### config.mk
export PLATFORM = sky130hd
export DESIGN_NAME = led_serial_receiver
export DESIGN_NICKNAME = d
export VERILOG_FILES = /design/src/rtl/led_serial_receiver.sv
export SDC_FILE = /design/constraint.sdc
export NUM_CORES = 1
export LEC_CHECK = 0
export BUFFER_PORTS_ARGS = -buffer_cell sky130_fd_sc_hd__buf_2
export CORE_MARGIN = 10
export CORE_UTILIZATION = 55
export CTS_BUF_LIST = sky130_fd_sc_hd__clkbuf_8
export DETAILED_ROUTE_END_ITERATION = 8
export HOLD_SLACK_MARGIN = 0.1
export MAX_ROUTING_LAYER = met4
export PLACE_DENSITY = 0.71
export SYNTH_ARGS = -nofsm -noshare
export SYNTH_HDL_FRONTEND = slang
export SYNTH_SLANG_ARGS = --single-unit
### constraint.sdc
create_clock -name clk -period 3.4 [get_ports clk]
set_input_delay 0.51 -clock clk [delete_from_list [all_inputs] [get_ports clk]]
set_output_delay 0.51 -clock clk [all_outputs]
set_load 0.01 [all_outputs]
### src/rtl/led_serial_receiver.sv
// LED-driver serial link receiver: synchronised shift-in, latch commit and per-channel PWM.
// Optional daisy-chain output `sout` when LED_RX_SOUT_EN is defined.
module led_serial_receiver #(
  parameter int CHANNELS = 4,
  parameter int GS_BITS  = 8
) (
  input  logic                         clk,
  input  logic                         rst,
  input  logic                         serial,
  input  logic                         sclk,
  input  logic                         lat,
  input  logic                         gsclk,
  output logic [CHANNELS*GS_BITS-1:0]  gs_data,
  output logic [CHANNELS-1:0]          pwm,
  output logic                         frame_valid,
  output logic                         frame_err,
  output logic [1:0]                   rx_state
`ifdef LED_RX_SOUT_EN
  ,
  output logic                         sout
`endif
);

  localparam int FRAME = CHANNELS * GS_BITS;
  localparam int CW    = $clog2(FRAME + 2);

  localparam logic [CW-1:0]      CNT_ONE   = CW'(1);
  localparam logic [CW-1:0]      CNT_FRAME = CW'(FRAME);
  localparam logic [CW-1:0]      CNT_MAX   = CW'(FRAME + 1);
  localparam logic [GS_BITS-1:0] GS_ONE    = GS_BITS'(1);

  typedef enum logic [1:0] {
    IDLE    = 2'b00,
    SHIFT   = 2'b01,
    FULL    = 2'b10,
    OVERRUN = 2'b11
  } state_t;

  state_t             state;
  state_t             state_n;
  logic [FRAME-1:0]   shreg;
  logic [CW-1:0]      cnt;
  logic [CW-1:0]      cnt_inc;
  logic [GS_BITS-1:0] gs_cnt;

  logic [1:0] ser_q;
  logic [2:0] s1;
  logic [2:0] s2;
  logic [2:0] s3;

  logic serial_s;
  logic sclk_rise;
  logic lat_s;
  logic lat_rise;
  logic gs_rise;
  logic shift_en;
  logic latch_ok;
  logic latch_bad;

  // Serial is a level sampled on sclk rise, so it needs no edge stage.
  always_ff @(posedge clk or posedge rst) begin
    if (rst) begin
      ser_q <= '0;
      s1    <= '0;
      s2    <= '0;
      s3    <= '0;
    end else begin
      ser_q <= {ser_q[0], serial};
      s1    <= {gsclk, lat, sclk};
      s2    <= s1;
      s3    <= s2;
    end
  end

  assign serial_s  = ser_q[1];
  assign sclk_rise = s2[0] & ~s3[0];
  assign lat_s     = s2[1];
  assign lat_rise  = s2[1] & ~s3[1];
  assign gs_rise   = s2[2] & ~s3[2];
  assign shift_en  = sclk_rise & ~lat_s;
  assign cnt_inc   = cnt + CNT_ONE;

  always_ff @(posedge clk or posedge rst) begin
    if (rst) state <= IDLE;
    else     state <= state_n;
  end

  always_comb begin
    state_n = state;
    if (lat_rise) begin
      state_n = IDLE;
    end else if (shift_en) begin
      unique case (state)
        IDLE:    state_n = (cnt_inc == CNT_FRAME) ? FULL : SHIFT;
        SHIFT:   state_n = (cnt_inc == CNT_FRAME) ? FULL : SHIFT;
        FULL:    state_n = OVERRUN;
        OVERRUN: state_n = OVERRUN;
        default: state_n = IDLE;
      endcase
    end
  end

  always_comb begin
    latch_ok  = 1'b0;
    latch_bad = 1'b0;
    rx_state  = state;
    unique case (1'b1)
      (lat_rise && state == FULL): latch_ok  = 1'b1;
      (lat_rise && state != FULL): latch_bad = 1'b1;
      default: ;
    endcase
  end

  always_ff @(posedge clk or posedge rst) begin
    if (rst) begin
      shreg <= '0;
      cnt   <= '0;
    end else begin
      if (shift_en)
        shreg <= {shreg[FRAME-2:0], serial_s};
      if (lat_rise)
        cnt <= '0;
      else if (shift_en && cnt != CNT_MAX)
        cnt <= cnt_inc;
    end
  end

  always_ff @(posedge clk or posedge rst) begin
    if (rst) begin
      gs_data     <= '0;
      frame_valid <= 1'b0;
      frame_err   <= 1'b0;
    end else begin
      frame_valid <= latch_ok;
      if (latch_ok) begin
        gs_data   <= shreg;
        frame_err <= 1'b0;
      end else if (latch_bad) begin
        frame_err <= 1'b1;
      end
    end
  end

  always_ff @(posedge clk or posedge rst) begin
    if (rst) begin
      gs_cnt <= '0;
      pwm    <= '0;
    end else begin
      if (gs_rise)
        gs_cnt <= gs_cnt + GS_ONE;
      for (int i = 0; i < CHANNELS; i++)
        pwm[i] <= gs_data[i*GS_BITS +: GS_BITS] > gs_cnt;
    end
  end

`ifdef LED_RX_SOUT_EN
  assign sout = shreg[FRAME-1];
`endif

endmodule

==> flow_summary.json <==
{
  "fin_util_pct": 63.2,
  "holdBufCountCts": 0,
  "antenna_found_initial": 0,
  "die_w_um": 109,
  "post_cts_buffers": 0,
  "final-max-slew-violation-count": 0,
  "drcViolationCount": 0,
  "synth.cell_area_um2": 4340,
  "netSwitchingFraction_pct": 28.1,
  "p_comb_share_pct": 16.6,
  "cts_max_level": 3,
  "critical_path_class": "register to register",
  "route.detailed.wl_per_inst_um": 16.3,
  "synth-seq-cells": 97,
  "rsz0062_at_grt": "no",
  "status": "completed",
  "max-vdd-ir-drop_v": 0.000260,
  "finalSetupViolCount": 0,
  "grt_pass1_vias": 2847,
  "synth_seq_area_share_pct": 55.9,
  "holdCritPathClass": "input pin to async pin",
  "min_period_ps": 1820,
  "initial_core_util_pct": 56.4,
  "die_h_um": 109,
  "finalSetupTns_ps": 0,
  "hold_violations": 0,
  "cts_buffers": 9,
  "vias": 2627,
  "clkSlewWorstSetupHoldPaths_ps": 90,
  "intPower_mw": 1.80,
  "yosys_warnings": 0,
  "area_delta_synth_final_pct": 11.9,
  "clock_latency_ps": 360,
  "fin_nets": 414,
  "clock_path_buffers": 2,
  "grt_overflow": 0,
  "routabilityCongestion": 0.757,
  "cts_tree": "yes",
  "worst_pin_slew_ps": 631,
  "grt_max_degree": 56,
  "cp.required_ps": 3640,
  "finalCritPeriodShare_pct": 53.6,
  "die_area_um2": 11800,
  "rows": 32,
  "p_seq_share_pct": 53.7,
  "portBuffers": 45,
  "skew_ps": 8.96,
  "power.net_switching_uw": 703,
  "cts_sinks": 97,
  "grt_pass1_wl_um": 13500,
  "viasPerCell": 5.47,
  "syn_area_per_cell_um2": 13.5,
  "root_buffer": "clkbuf_8",
  "cts_resized": 0,
  "fmax_mhz": 549,
  "drtPass1Iterations": 4,
  "maxSlewHeadroom_pct": 57.9,
  "track_usage_pct": 14.7,
  "clock_power_share_pct": 29.7,
  "worstSetupStartpointType": "register",
  "syn_inst": 322,
  "cap_violations": 0,
  "drive_gt1_share_pct": 33.6,
  "dp_hpwl_um": 5550,
  "syn_nets": 363,
  "endpoint_kind": "register",
  "yosysUniqueCellTypes": 33,
  "pin_count": 46,
  "drt_iter0_drc": 103,
  "p_per_area_nw_per_um2": 516,
  "detail-route-antenna-nets": 0,
  "antenna_cells": 0,
  "core_area_um2": 7690,
  "critPathMaxFanout": 38,
  "cp_data_arrival_time_ps": 2060,
  "p_leak_nw": 2.49,
  "drt-total-wl_um": 7830
}
-- cells in the final DEF (no fill, tap or decap), types with 5 or more instances in the layout --
master    count
buf_2        45
nor2_1        5
o21ai_0      11
mux2_4       10
nand2_1      19
nand4_1      14
mux2_2       50
a21oi_1      18
clkbuf_8     10
nor2b_1       6
dfrtp_1      97
ha_1         35
inv_1        15
xnor2_1       8
-- kinds of logic after synthesis --
family | synth area share, %
AO/OA/AOI/OAI | 5.97
adder cells (fa/ha/maj) | 10.1
AND/OR/NAND/NOR | 6.66
buffers and inverters | 3.09
XOR/XNOR | 1.82
flip-flops | 55.9
multiplexers | 16.4
-- power groups by stage --
stage / logic, mW / registers [mW] / clock network, mW
after floorplan: 0.300 / 1.35 / 0
after global placement: 0.401 / 1.36 / 0
after detailed placement: 0.421 / 1.37 / 0
after CTS: 0.424 / 1.35 / 0.766
after global routing: 0.488 / 1.36 / 0.801
final: 0.415 / 1.35 / 0.744
-- layout make-up --
cell class,instances,area [um^2]
fill,630,2830
inverter,15,58.8
multi-input combinational,201,1790
timing repair buffer,49,255
clock inverter,6,57.6
tap,102,128
sequential,97,2430
clock buffer,10,138
-- Yosys cell counts, drive strengths merged --
| library cell | n | area, um^2 |
|---|---|---|
| a21oi | 18 | 90.1 |
| nand2b | 1 | 6.26 |
| o41a | 1 | 11.3 |
| a211o | 1 | 8.76 |
| and3 | 1 | 6.26 |
| a211oi | 1 | 7.51 |
| nand3 | 3 | 15.0 |
| xnor2 | 8 | 70.1 |
| clkbuf | 1 | 3.75 |
| dfrtp | 97 | 2430 |
| a22o | 1 | 8.76 |
| nor3 | 1 | 5.00 |
| o22a | 4 | 35.0 |
| inv | 15 | 56.3 |
| buf | 8 | 73.8 |
| xor2 | 1 | 8.76 |
| nand2 | 19 | 71.3 |
| nor3b | 3 | 32.5 |
| nor2b | 6 | 37.5 |
| ha | 35 | 438 |
| nand4 | 14 | 87.6 |
| nor2 | 5 | 18.8 |
| and4 | 1 | 8.76 |
| mux2 | 60 | 713 |
| o211ai | 4 | 30.0 |
| o21a | 1 | 7.51 |
| o21ai | 12 | 60.1 |
-- worst max-delay path, cell delays in order (launching register included) --
cell	delay, ps
dfrtp_1	450
nand2b_1	180
nor3b_4	210
buf_4	470
mux2_2	390
-- layer usage --
metal  global-route usage (%)  share of wire (%)  vias up  wire [um]
li1                         -                  -     1258          -
met1                     17.5                 46     1308       3640
met2                     23.7                 48       47       3740
met3                     3.13                4.1       14        322
met4                     6.50                1.7        0        131
met5                        -                  0        -          0
-- final timing paths --
| path | cells past startpoint | endpoint | slack [ps] | startpoint |
|---|---|---|---|---|
| max | 4 | gs_data[14]$_DFFE_PP0P_ | 1580 | s2[1]$_DFF_PP0_ |
| min | 2 | pwm[1]$_DFF_PP0_ | 250 | rst |
| max reg2reg | 4 | gs_data[14]$_DFFE_PP0P_ | 1580 | s2[1]$_DFF_PP0_ |
| min reg2reg | 0 | s2[0]$_DFF_PP0_ | 360 | s1[0]$_DFF_PP0_ |
| max in group asynchronous | 3 | gs_data[19]$_DFFE_PP0P_ | 2420 | rst |
| min in group clk | 1 | ser_q[0]$_DFF_PP0_ | 260 | serial |
-- state kept, by name, indices dropped and copies added, names as in the netlist --
| register | count |
|---|---|
| gs_data | 32 |
| shreg | 32 |
| gs_cnt | 8 |
| cnt | 6 |
| pwm | 4 |
| s1 | 3 |
| s2 | 3 |
| s3 | 3 |
| rx_state | 2 |
| ser_q | 2 |
| frame_err | 1 |
| frame_valid | 1 |
-- stage by stage --
stage | setup WS (ps) | total power, mW | std cells | hold slack [ps] | instance area, um^2
2_1_floorplan | 356 | 1.65 | 322 | 331 | 4340
3_5_place_dp | 1580 | 1.79 | 464 | 340 | 4660
4_1_cts | 1570 | 2.54 | 480 | 235 | 4850
6_report | 1580 | 2.50 | 480 | 245 | 4850
3_3_place_gp | 1650 | 1.76 | 464 | 333 | 4660
5_1_grt | 1450 | 2.65 | 480 | 238 | 4850
Note: power is estimated with default switching activity, not from simulation.
